File: config.mk
export PLATFORM = sky130hd
export DESIGN_NAME = image_scan_ctrl
export DESIGN_NICKNAME = d
export VERILOG_FILES = /design/src/rtl/image_scan_pkg.sv /design/src/rtl/image_scan_ctrl_apb_regs.sv /design/src/rtl/image_scan_ctrl.sv
export SDC_FILE = /design/constraint.sdc
export NUM_CORES = 1
export LEC_CHECK = 0
export ABC_AREA = 0
export CAP_MARGIN = 10
export CORE_MARGIN = 10
export CORE_UTILIZATION = 40
export DETAILED_ROUTE_END_ITERATION = 8
export PLACE_DENSITY = 0.73
export SLEW_MARGIN = 20
export SYNTH_ARGS = -nofsm -noshare
export SYNTH_HDL_FRONTEND = slang
export SYNTH_SLANG_ARGS = --single-unit
File: constraint.sdc
create_clock -name clk -period 4.75 [get_ports clk]
set_input_delay 0.95 -clock clk [delete_from_list [all_inputs] [get_ports clk]]
set_output_delay 0.95 -clock clk [all_outputs]
set_load 0.02 [all_outputs]
File: src/rtl/image_scan_pkg.sv
// image_scan_pkg: scan FSM encoding, APB register map and CTRL/STATUS bit positions
// shared by image_scan_ctrl and its APB register block.
package image_scan_pkg;

    typedef enum logic [2:0] {IDLE, READ, CAPTURE, PUSH, FINISH} state_e;

    localparam logic [1:0] ADDR_CTRL   = 2'd0;
    localparam logic [1:0] ADDR_STATUS = 2'd1;
    localparam logic [1:0] ADDR_N      = 2'd2;
    localparam logic [1:0] ADDR_BASE   = 2'd3;

    localparam int CTRL_START = 0;
    localparam int CTRL_ABORT = 1;

    localparam int STAT_BUSY = 0;
    localparam int STAT_DONE = 1;
    localparam int STAT_ERR  = 2;

endpackage

File: src/rtl/image_scan_ctrl_apb_regs.sv
// apb_regs: APB decode for image_scan_ctrl; holds N, BASE and the sticky status
// flags, and turns CTRL writes into single-cycle START/ABORT pulses.
module apb_regs
    import image_scan_pkg::*;
#(
    parameter int Amba_Addr_Depth = 20,
    parameter int Amba_Word       = 16
) (
    input  logic                       clk,
    input  logic                       rst,
    input  logic [Amba_Addr_Depth-1:0] PADDR,
    input  logic                       PSEL,
    input  logic                       PENABLE,
    input  logic                       PWRITE,
    input  logic [Amba_Word-1:0]       PWDATA,
    output logic [Amba_Word-1:0]       PRDATA,
    input  logic                       busy_i,
    input  logic                       set_done_i,
    input  logic                       clr_done_i,
    input  logic                       set_err_i,
    input  logic                       clr_err_i,
    output logic                       start_o,
    output logic                       abort_o,
    output logic [Amba_Word-1:0]       n_o,
    output logic [Amba_Word-1:0]       base_o
);

    logic                 wr;
    logic                 rd;
    logic                 sel_ctrl;
    logic                 sel_stat;
    logic                 sel_n;
    logic                 sel_base;
    logic [Amba_Word-1:0] n_q;
    logic [Amba_Word-1:0] n_d;
    logic [Amba_Word-1:0] base_q;
    logic [Amba_Word-1:0] base_d;
    logic                 done_q;
    logic                 done_d;
    logic                 err_q;
    logic                 err_d;
    logic [2:0]           status;

    assign wr       = PSEL & PENABLE & PWRITE;
    assign rd       = PSEL & ~PWRITE;
    assign sel_ctrl = PADDR == Amba_Addr_Depth'(ADDR_CTRL);
    assign sel_stat = PADDR == Amba_Addr_Depth'(ADDR_STATUS);
    assign sel_n    = PADDR == Amba_Addr_Depth'(ADDR_N);
    assign sel_base = PADDR == Amba_Addr_Depth'(ADDR_BASE);

    // ABORT takes precedence over a START carried in the same write
    assign start_o = wr & sel_ctrl & PWDATA[CTRL_START] & ~PWDATA[CTRL_ABORT];
    assign abort_o = wr & sel_ctrl & PWDATA[CTRL_ABORT];
    assign n_o     = n_q;
    assign base_o  = base_q;

    always_comb begin
        status            = '0;
        status[STAT_BUSY] = busy_i;
        status[STAT_DONE] = done_q;
        status[STAT_ERR]  = err_q;
        n_d    = (wr & sel_n & ~busy_i) ? PWDATA : n_q;
        base_d = (wr & sel_base & ~busy_i) ? PWDATA : base_q;
        done_d = set_done_i | (done_q & ~clr_done_i);
        err_d  = set_err_i | (err_q & ~clr_err_i);
        PRDATA = !rd     ? '0 :
                sel_stat ? Amba_Word'(status) :
                sel_n    ? n_q :
                sel_base ? base_q : '0;
    end

    always_ff @(posedge clk or negedge rst) begin
        if (!rst) begin
            n_q    <= '0;
            base_q <= '0;
            done_q <= 1'b0;
            err_q  <= 1'b0;
        end else begin
            n_q    <= n_d;
            base_q <= base_d;
            done_q <= done_d;
            err_q  <= err_d;
        end
    end

endmodule

File: src/rtl/image_scan_ctrl.sv
// image_scan_ctrl: streams an N x N image from pixel memory in raster order,
// one pixel every three cycles, with a new_pixel strobe and an end-of-image pulse.
module image_scan_ctrl
    import image_scan_pkg::*;
#(
    parameter int Amba_Addr_Depth = 20,
    parameter int Amba_Word       = 16,
    parameter int Data_Depth      = 8,
    parameter int Max_Dim         = 256,
    parameter int Mem_Addr_W      = 16
) (
    input  logic                       clk,
    input  logic                       rst,
    input  logic [Amba_Addr_Depth-1:0] PADDR,
    input  logic                       PSEL,
    input  logic                       PENABLE,
    input  logic                       PWRITE,
    input  logic [Amba_Word-1:0]       PWDATA,
    output logic [Amba_Word-1:0]       PRDATA,
    output logic                       PREADY,
    output logic                       mem_rd_en,
    output logic [Mem_Addr_W-1:0]      mem_rd_addr,
    input  logic [Data_Depth-1:0]      mem_rd_data,
    input  logic                       pix_ready,
    output logic [Data_Depth-1:0]      Pixel_Data,
    output logic                       new_pixel,
    output logic                       Image_Done,
    output logic                       busy
);

    localparam int CW = 2 * $clog2(Max_Dim + 1);
    localparam int HW = CW / 2;

    state_e                state_q;
    logic [CW-1:0]         total_q;
    logic [CW-1:0]         count_q;
    logic [CW-1:0]         count_inc;
    logic [Data_Depth-1:0] pix_buf_q;
    logic [Data_Depth-1:0] pix_q;
    logic [Mem_Addr_W-1:0] addr_q;
    logic [Mem_Addr_W-1:0] next_addr;
    logic                  rd_en_q;
    logic                  new_pix_q;
    logic                  done_q;
    logic                  busy_q;
    logic                  start;
    logic                  abort;
    logic [Amba_Word-1:0]  n;
    logic [Amba_Word-1:0]  base;
    logic [HW-1:0]         n_lo;
    logic                  idle;
    logic                  n_ok;
    logic                  go;
    logic                  bad;
    logic                  set_done;

    apb_regs #(
        .Amba_Addr_Depth(Amba_Addr_Depth),
        .Amba_Word      (Amba_Word)
    ) u_regs (
        .clk       (clk),
        .rst       (rst),
        .PADDR     (PADDR),
        .PSEL      (PSEL),
        .PENABLE   (PENABLE),
        .PWRITE    (PWRITE),
        .PWDATA    (PWDATA),
        .PRDATA    (PRDATA),
        .busy_i    (busy_q),
        .set_done_i(set_done),
        .clr_done_i(go),
        .set_err_i (bad),
        .clr_err_i (go),
        .start_o   (start),
        .abort_o   (abort),
        .n_o       (n),
        .base_o    (base)
    );

    assign idle      = state_q == IDLE;
    assign n_ok      = (n != '0) && (n <= Amba_Word'(Max_Dim));
    assign go        = start & idle & n_ok;
    assign bad       = start & idle & ~n_ok;
    assign set_done  = (state_q == FINISH) & ~abort;
    assign n_lo      = HW'(n);
    assign count_inc = count_q + CW'(1);
    // Address arithmetic is modulo the memory size; wrapping past the top is intended
    assign next_addr = Mem_Addr_W'(base) + Mem_Addr_W'(count_inc);

    always_ff @(posedge clk or negedge rst) begin
        if (!rst) begin
            state_q   <= IDLE;
            total_q   <= '0;
            count_q   <= '0;
            pix_buf_q <= '0;
            pix_q     <= '0;
            addr_q    <= '0;
            rd_en_q   <= 1'b0;
            new_pix_q <= 1'b0;
            done_q    <= 1'b0;
            busy_q    <= 1'b0;
        end else begin
            rd_en_q   <= 1'b0;
            new_pix_q <= 1'b0;
            done_q    <= 1'b0;
            if (abort && !idle) begin
                state_q <= IDLE;
                count_q <= '0;
                busy_q  <= 1'b0;
            end else begin
                case (state_q)
                    IDLE: if (go) begin
                        state_q <= READ;
                        total_q <= CW'(n_lo) * CW'(n_lo);
                        count_q <= '0;
                        addr_q  <= Mem_Addr_W'(base);
                        rd_en_q <= 1'b1;
                        busy_q  <= 1'b1;
                    end
                    READ: state_q <= CAPTURE;
                    CAPTURE: begin
                        pix_buf_q <= mem_rd_data;
                        state_q   <= PUSH;
                    end
                    PUSH: if (pix_ready) begin
                        pix_q     <= pix_buf_q;
                        new_pix_q <= 1'b1;
                        count_q   <= count_inc;
                        if (count_inc == total_q) begin
                            state_q <= FINISH;
                        end else begin
                            state_q <= READ;
                            addr_q  <= next_addr;
                            rd_en_q <= 1'b1;
                        end
                    end
                    FINISH: begin
                        done_q  <= 1'b1;
                        busy_q  <= 1'b0;
                        state_q <= IDLE;
                    end
                    default: begin
                        state_q <= IDLE;
                        busy_q  <= 1'b0;
                    end
                endcase
            end
        end
    end

    assign PREADY      = 1'b1;
    assign mem_rd_en   = rd_en_q;
    assign mem_rd_addr = addr_q;
    assign Pixel_Data  = pix_q;
    assign new_pixel   = new_pix_q;
    assign Image_Done  = done_q;
    assign busy        = busy_q;

endmodule

# Yosys cells after proc, flatten, opt, wreduce, memory -nomap -nowiden
# Index checks and enable logic that the tools add are counted.
dict set report totals {
  ff_bits 109
  latchBits 0
  ram_bits 0
  romBits 0
  in_bits 50
  output_inout_bits 45
  word_cells 104
  n_memories 0
}
dict set report op_classes {
  n_addsub 2
  multipliers 1
  n_div 0
  order_cmp 1
  n_eq_ne 14
  shift 0
  mux 30
  bitwise_logic 26
  reduce_logical 16
}
# operator count
set op_table {}
lappend op_table {{2-to-1 mux 16 bit} 7}
lappend op_table {{2-to-1 mux 18 bit} 3}
lappend op_table {{equality test 20 x 2 -> 1 bit, second input constant} 2}
lappend op_table {{case mux 18 bit (2 select lines)} 1}
lappend op_table {{case mux 16 bit (2 select lines)} 1}
lappend op_table {{equality test 20 x 1 -> 1 bit, second input constant} 1}
lappend op_table {{zero test 20 bit} 1}
lappend op_table {{adder 18 x 1 -> 18 bit, second input constant} 1}
lappend op_table {{equality test 18 bit} 1}
lappend op_table {{multiplier 9 x 9 -> 18 bit} 1}
lappend op_table {{AND 1 bit} 17}
lappend op_table {{adder 16 bit} 1}
lappend op_table {{<= comparator 16 x 9 -> 1 bit, second input constant} 1}
lappend op_table {{nonzero test 16 bit} 1}
lappend op_table {{2-to-1 mux 3 bit} 4}
lappend op_table {{case mux 3 bit (4 select lines)} 1}
lappend op_table {{2-to-1 mux 1 bit} 11}
lappend op_table {{AND reduction 3 bit} 3}
lappend op_table {{NOT 1 bit} 7}
lappend op_table {{equality test 3 x 2 -> 1 bit, second input constant} 2}
lappend op_table {{AND reduction 2 bit} 3}
lappend op_table {{AND reduction 5 bit} 1}
lappend op_table {{!= test 2 x 1 -> 1 bit, second input constant} 2}
lappend op_table {{!= test 2 bit, second input constant} 2}
lappend op_table {{other kinds (12)} 15}

# Longest topological paths before layout
# Gate-level depths: netlist of run 1.
dict set report logic_depth {
  ltp_word 10
  depth_mapped 19
  mapped_depth_nobuf 18
}

# By module
# Synthesis of run 1 repeated with hierarchy kept, for this count alone.
dict set report unflattened {
  cells_unflattened 874
  area_unflattened_um2 8411.8
}
# mod instances cells_per_inst area_each_um2 seq_area_each_um2
set by_module_without_submodules {}
lappend by_module_without_submodules {image_scan_ctrl 1 739 6605.1 1851.8}
lappend by_module_without_submodules {apb_regs 1 135 1806.7 850.8}

# Least setup slack after synthesis of run 1
# OpenSTA, ideal clock, no wires.
dict set report synth_timing {
  path_type {reg-to-reg}
  from {register u_regs.n_q[2] (netlist: u_regs.n_o[2])}
  to {register total_q[17]}
  setup_ns 0.128
  t_arrival_ns 4.478
  t_required_ns 4.622
  slack_ns 0.144
  stages_incl_launch_ff 18
  path_buffers 1
  synth_period_minus_slack_ns 4.606
  cell_sequence {dfrtp_1 clkbuf_1 and2_1 fa_1 fa_1 ha_1 inv_1 fa_1 inv_1 ha_1 a21o_1 a21oi_1 o21ai_0 o41a_1 a2111oi_0 nor2_1 a21oi_1 o21ai_0}
}
dict set report synth_via {
  elab_chain_len 4
  elab_cells_between_ends 6
  cone_classes {mul: 1; order compare: 1; bitwise: 1; reduce/logical: 3}
}
# item line
set synth_lines {}
lappend synth_lines {{from (decl)} image_scan_ctrl_apb_regs.sv:34} ;# logic [Amba_Word-1:0] n_q;
lappend synth_lines {{from (signal assigned)} image_scan_ctrl_apb_regs.sv:79} ;# n_q <= n_d;
lappend synth_lines {{parallel branches: the longest is 4 deep, another holds multiplier 9 x 9 -> 18 bit} -}
lappend synth_lines {{to (signal assigned)} image_scan_ctrl.sv:114} ;# total_q <= CW'(n_lo) * CW'(n_lo);
lappend synth_lines {{to (decl)} image_scan_ctrl.sv:35} ;# logic [CW-1:0] total_q;
# Several ways; the timed one is not identified.
# A chain may end at the register's enable or synchronous reset.

# Worst setup path in the final report of run 1
dict set report layout_timing {
  from {register u_regs.n_q[5] (netlist: u_regs.n_o[5])}
  to {register total_q[15]}
}
# The elaborated chain is that of the path after synthesis.

==> results.md, run 1 <==
- Synth Net Count: roughly 1,100
- Xor/xnor share of the synthesized area: 0.06197
- Simple-gate share of the synthesized area: 0.1922
- IO Port Bufs: 93
- Routability congestion estimate: roughly 0.9
- Via/cell ratio: 5.399
- Die height: roughly 170 um
- Crit-path cells: buf_4 > and2_4 > ha_1 > xor2_1 > fa_1 > inv_1 > fa_1 > inv_1 > fa_1 > inv_1 > ha_4 > nand2_1 > o21ai_2 > o41a_1 > a2111oi_4 > nor2_2 > xnor2_1 > o21ai_1
- Critical path type: reg2reg
- Worst clock skew: roughly 0.0082 ns
- Layout Nets: 1,147
- Slew @ Worst Pin: a little under 1 ns
- Vias: ~7,000
- Slowest CP cell: fa_1
- R2R depth: 18
- Cell variety after synth: a little over 70
- TritonCTS Buffers: 9
- Post-layout power: ~2800 uW
- Lkg Pwr: ~0.0048 uW
- Crit path largest cell delay: about 0.53 ns
- Post-synthesis compound-gate area fraction: 0.1250
- Syn avg cell area: 9.142 sq um
- Max Slew Vio Count: 0
- Routed WL: roughly 22,000 um
- Hold Path End: Pixel_Data[6]
- Drt drc: 0
- Metal-1 WL: roughly 9800 um
- Top cells by area, synth: dfrtp_1, fa_1, ha_1, mux2_2, nand2_1
- First-pass GRT wire length: 35,620 um
- Yosys top cell area share: 0.3210
- Hold violation count in the final report: 0
- Register area share after synthesis: 0.3210
- Sum Neg Setup Slack: 0 ns
- Initial antenna violation count: 0
- Cell accounting for the most synthesized area: dfrtp_1
- Pre-CTS setup slack: -0.006669 ns
- IO Pins: between 90 and 100
- Fmax: ~220 MHz
- Post-Synthesis Cells: between 900 and 1,000
- Layout cells sized above 1: 0.1219
- Rows: 53
- Routed wl met3: between 1000 and 1500 um
- Clock Latency Late Sink: ~0.37 ns
- Number of DRC markers in iteration 0: ~480
- GR Overflow Total: 0
- Reg-to-Reg End: total_q[15]
- Crit path time final: roughly 4.6 ns
- Vias in the first global route: 6,776
- Core Footprint: roughly 0.021 sq mm
- CTS Buffer Depth: 2
- Routed Antenna Nets: 0
- Routed wl met2: roughly 11,000 um
- Chip Width: ~170 um
- Max-slew headroom: 0.3567
- Root Driver: clkbuf_16
- Main combinational cell family by area after synthesis: simple AND/OR/NAND/NOR gates
- Final std cells w/o fill: around 1,300
- CP Depth: 18
- Worst Slack Setup Final: approximately 0.15 ns
- Area delta synth->final: 20.36%
- # placed instances: 1,270
- First-pass DRT Iterations: 5
- Fill count: between 1,500 and 2,000
- RSZ-0062 raised after global routing: yes
- Setup violations, final: 0
- YS warnings: 0
- Final HPWL DP: 17,130 um
- Synth top cells by count: nand2_1, dfrtp_1, inv_1
- Max_cap viols: 0
- Worst hold path depth: 2
- Mux contribution to synthesized area: 0.08515
- Power Dens Cells: about 270 mW/mm^2
- Routed wire length per instance: roughly 17 um
- Reg2reg start: u_regs.n_o[5]
- CTS H-Tree Depth: 3
- Most numerous cell in the Yosys netlist: nand2_1
- CP arrival: ~4.9 ns
- Adder-Cell Fraction of Synth Area: 0.1575
- Clock-pin slew on the worst setup and hold paths: 0.08 ns
- CTS tree: yes
- WP data required: about 5.0 ns
- Post-synth ARST share: 1.000
- Buf/Inv on CP: 4
- Hold_sp: pix_buf_q[6]
- Fin crit share: 0.9688
- Max layer used: met4
- Crit path max fanout: 3
- Top delay family on crit path: adder cells
- Status: finished, final reports clean
- Mapped Area: 0.008419 sq mm
- Ys flop type: dfrtp_1
- # diodes: 0
- Core Util, Final: 0.4851
- Initial Utilization: 0.4031
- Total GRT Usage: 0.1645
- Largest net degree at the start of global routing: just over 60
- IR Drop Worst-Case VDD: around 240 uV
- Post-synthesis register bit count: approximately 110
- # clock sinks: ~110
- Die ar.: 0.02725 sq mm
- Number of synthesized flops with an enable pin: 0
- Reg2reg setup slack: about 0.15 ns
- Worst hold path class: reg2reg
- Cts hold-fix bufs: 0
- Worst setup EP type: flop
- Startpoint Class: flop
==> area by class of cell <==
type,instances,area (sq um),area share
clock buffer,11,252.7,0.02494
clock inverter,5,67.56,0.006667
tap,275,344.1,0.03395
multi-input combinational,696,5321,0.5251
sequential,108,2709,0.2673
inverter,73,274.0,0.02704
timing repair buffer,124,1165,0.1150
==> cells in the final DEF, fill, tap and decap left out, types with 4 or more instances in the layout <==
cell             netlist  final
dfrtp_2                0      5
or2_2                  4      4
nand2b_1               8      8
a21oi_1               37     35
nor3b_1                4      4
xnor2_1               34     34
buf_4                  3     31
nand2_1              110    109
dfrtp_1              108    103
and2_1                31     28
o21ai_1                6      7
and4_1                 4      4
nor2_1                59     58
and3_1                16     16
nor4_1                15     15
ha_1                  50     47
a21o_1                12     12
a31oi_1                6      6
or3_1                  8      8
mux2_2                41     41
nor2b_1                6      6
nand4_1                5      5
nand3_1               18     18
inv_1                 71     70
mux2i_1               24     24
o21ai_0               53     51
nor3_1                11     11
fa_1                  35     34
xor2_1                23     23
o211ai_1              11     11
clkbuf_16              0      9
o31ai_1                6      6
clkdlybuf4s50_1        0     92
a211oi_1               6      6
==> power by group <==
| part | switching (uW) | total (uW) | leakage (uW) | internal [uW] |
|---|---|---|---|---|
| clock network | 377 | 822 | 0.000158 | 445 |
| logic | 485 | 825 | 0.00321 | 340 |
| registers | 91.5 | 1130 | 0.00144 | 1030 |
| total | 953 | 2770 | 0.00481 | 1820 |
==> timing repair <==
action / in CTS / in global routing
setup buffers: 0 / 6
resized for setup: 1 / 23
setup endpoints to repair: 1 / 9
pin swaps: 0 / 12
==> stage by stage <==
step | hold slack, ns | cell area (sq um)
6_report | 0.4712 | 10130
4_1_cts | 0.4712 | 9997
2_1_floorplan | 0.4348 | 8419
5_1_grt | 0.4826 | 10130
3_5_place_dp | 0.4531 | 9676
3_3_place_gp | 0.4385 | 9676
==> per-layer routing <==
layer  up-vias  global-route usage
met3        37             0.03173
met4         0             0.04750
met2       181              0.2665
met1      3395              0.2188
met5         -                   0
li1       3362                   -
==> state kept, by name, indices dropped and copies added, names as in the netlist <==
register       count
count_q           18
total_q           17
mem_rd_addr       16
u_regs.base_o     16
u_regs.n_o        16
Pixel_Data         8
pix_buf_q          8
state_q            3
Image_Done         1
busy               1
mem_rd_en          1
new_pixel          1
u_regs.done_q      1
u_regs.err_q       1
==> tightest hold or removal path, stage by stage (launching register included) <==
cell and delay (ns):
dfrtp_1 0.35, nand2_1 0.05, nand2_1 0.04
==> cell families after synthesis <==
kind of cell             after synthesis
AO/OA/AOI/OAI                        169
AND/OR/NAND/NOR                      317
multiplexers                          66
XOR/XNOR                              58
adder cells (fa/ha/maj)               85
buffers and inverters                117
flip-flops                           108
other                                  1
==> worst max-delay path by stage <==
stage / slack, ns / to / start
floorplan: 0.14 / total_q[17] / u_regs.n_o[2]
global placement: 0.12 / total_q[17] / u_regs.n_o[2]
detailed placement: -0.007 / total_q[15] / u_regs.n_o[5]
CTS: 0.009 / total_q[15] / u_regs.n_o[5]
global route: -0.07 / total_q[15] / u_regs.n_o[3]
finish: 0.15 / total_q[15] / u_regs.n_o[5]
(Power assumes the default switching activity.)
==> run 2, diff against run 1 <==
- CORE_UTILIZATION: 40 -> 52
- PLACE_DENSITY: 0.73 -> 0.89
==> run 2 against run 1 <==
Compared with the run above:
- total power fell by 1.1%
- clock power shrank 7.9%
- sequential share of layout area grew 0.19 points
- die area down 20%
- count of clock-buffer cells in the layout decreased by 1
- critical path type unchanged
- largest power group unchanged
- largest cell class unchanged
- core utilization is 15 points higher
- non-clock buffer count is 6 higher
- critical path depth shrank 1
- sequential power about the same
==> results.md, run 2 (same netlist as run 1, synthesis figures left out) <==
- Status: finished, final reports clean
- Routed wire length per instance: between 15 and 20 um
- GR Overflow Total: 0
- Layout cells sized above 1: 0.1290
- Routed Antenna Nets: 0
- Lkg Pwr: 0.004820 uW
- Chip Width: approximately 150 um
- Initial Utilization: 0.5300
- Commonest non-fill, non-tap cell in the layout: nand2_1
- Max-slew headroom: 0.5245
- Sum Neg Setup Slack: 0 ns
- Crit path top cell by count: fa_1
- IO Port Bufs: 93
- Pre-CTS setup slack: -0.007216 ns
- Power Dens Cells: around 270 mW/mm^2
- Vias in the first global route: about 7,400
- Crit path largest cell delay: 0.58 ns
- Reg-to-Reg End: total_q[13]
- Worst hold path class: reg2reg
- Max layer used: met4
- Root Driver: clkbuf_16
- Routed wl met2: roughly 13,000 um
- Max_cap viols: 0
- Routed WL: 24,570 um
- Metal-1 WL: roughly 9000 um
- Drt drc: 0
- Fill count: 1,209
- Largest net degree at the start of global routing: 44
- Number of DRC markers in iteration 0: around 740
- Crit path max fanout: 6
- Die height: about 150 um
- Max reg flops: 18
- WP data required: roughly 5 ns
- Largest Register: count_q
- Clock-pin slew on the worst setup and hold paths: 0.08 ns
- IO Pins: 95
- Routed wl met3: ~1700 um
- Routability congestion estimate: between 0.9 and 1
- Reg2reg start: u_regs.n_o[4]
- Hold Path End: Pixel_Data[5]
- CP arrival: a little under 5 ns
- Initial antenna violation count: 1
- # clock sinks: 108
- Most frequent cells in the layout: nand2_1, dfrtp_1, clkdlybuf4s50_1
- Core Footprint: around 0.016 sq mm
- Hold_sp: pix_buf_q[5]
- Clock Latency Late Sink: between 0.3 and 0.4 ns
- Worst Slack Setup Final: approximately 0.068 ns
- Startpoint Class: flop
- R2R depth: 17
- Critical path type: reg2reg
- Slew @ Worst Pin: roughly 0.7 ns
- Reg2reg setup slack: around 0.068 ns
- IR Drop Worst-Case VDD: ~190 uV
- Worst setup EP type: flop
- First-pass GRT wire length: between 30,000 and 40,000 um
- CTS H-Tree Depth: 3
- Max Slew Vio Count: 0
- Layout Nets: 1,153
- Fmax: about 210 MHz
- Final HPWL DP: approximately 18,000 um
- Post-layout power: around 2700 uW
- DP Area: roughly 0.0096 sq mm
- Setup violations, final: 0
- CTS Buffer Depth: 2
- Die ar.: ~0.022 sq mm
- TritonCTS Buffers: 9
- Hold violation count in the final report: 0
- Slowest CP cell: fa_1
- Crit-path cells: and2_4 > fa_1 > fa_1 > ha_1 > inv_1 > fa_1 > inv_2 > ha_1 > a21o_1 > a21oi_2 > o21ai_2 > o41a_1 > buf_4 > a21o_1 > a21oi_1 > xor2_1 > o21ai_0
- Total GRT Usage: 0.2167
- Vias: 7,459
- Area delta synth->final: 19.63%
- Top delay family on crit path: adder cells
- Largest registers: count_q: 18 flops, total_q: 17 flops
- Crit path time final: approximately 4.7 ns
- Via/cell ratio: 6.015
- Worst hold path depth: 2
- First-pass DRT Iterations: 5
- Post-layout instance area: slightly above 0.01 sq mm
- Fin crit share: 0.9858
- Buf/Inv on CP: 3
- Rows: 46
- CTS tree: yes
- Worst clock skew: approximately 0.022 ns
run 2: cell types whose count changed in the layout (fill, tap and decap cells not counted), sizes merged:
cell,delta
buf,+6
bufinv,-1
clkbuf,-1
clkinv,-2
diode,+1
inv,+4
run 2: cell type report:
class                      count  area (sq um)  share of cell area
multi-input combinational    696          5309              0.5271
sequential                   108          2711              0.2692
timing repair buffer         130          1214              0.1205
inverter                      73         274.0             0.02720
tap                          216         270.3             0.02683
clock buffer                  10         229.0             0.02273
clock inverter                 6         62.56            0.006211
antenna                        1         2.502           0.0002484
run 2: worst min-delay path, stage by stage, from the launching register on:
cell and delay, ns:
dfrtp_1 0.34, nand2_1 0.05, nand2_1 0.05
run 2: power by group:
group,internal [uW],switching (uW),leakage [uW]
sequential,1030,95.6,0.00144
combinational,353,502,0.00324
clock,373,384,0.000143
total,1760,982,0.00482
run 2: how the worst max path moves through the flow:
stage | startpoint | to | slack (ns) | cells after the start
global route | u_regs.n_o[4] | total_q[13] | -0.1 | 17
CTS | u_regs.n_o[3] | total_q[17] | 0.008 | 16
detailed placement | u_regs.n_o[3] | total_q[17] | -0.007 | 16
finish | u_regs.n_o[4] | total_q[13] | 0.07 | 17
global placement | u_regs.n_o[3] | total_q[17] | 0.12 | 16
floorplan | u_regs.n_o[2] | total_q[17] | 0.14 | 17
run 2: routing by layer:
| metal | GRT usage | vias to the layer above |
|---|---|---|
| met2 | 0.3753 | 356 |
| met5 | 0 | - |
| li1 | - | 3372 |
| met4 | 0.09415 | 0 |
| met3 | 0.03563 | 81 |
| met1 | 0.2595 | 3650 |
run 2: what timing repair did:
action,CTS,global route
hold buffers,0,0
pin swaps,0,12
resized for setup,1,29
setup buffers,0,13
setup endpoints to repair,2,6
run 2: metrics by stage:
stage / utilization / cells / hold slack (ns)
final: 0.6341 / 1240 / 0.4604
after global routing: 0.6341 / 1240 / 0.4859
after CTS: 0.6224 / 1226 / 0.4629
after detailed placement: 0.6040 / 1210 / 0.4506
after global placement: 0.6040 / 1210 / 0.4405
after floorplan: - / 921 / 0.4348
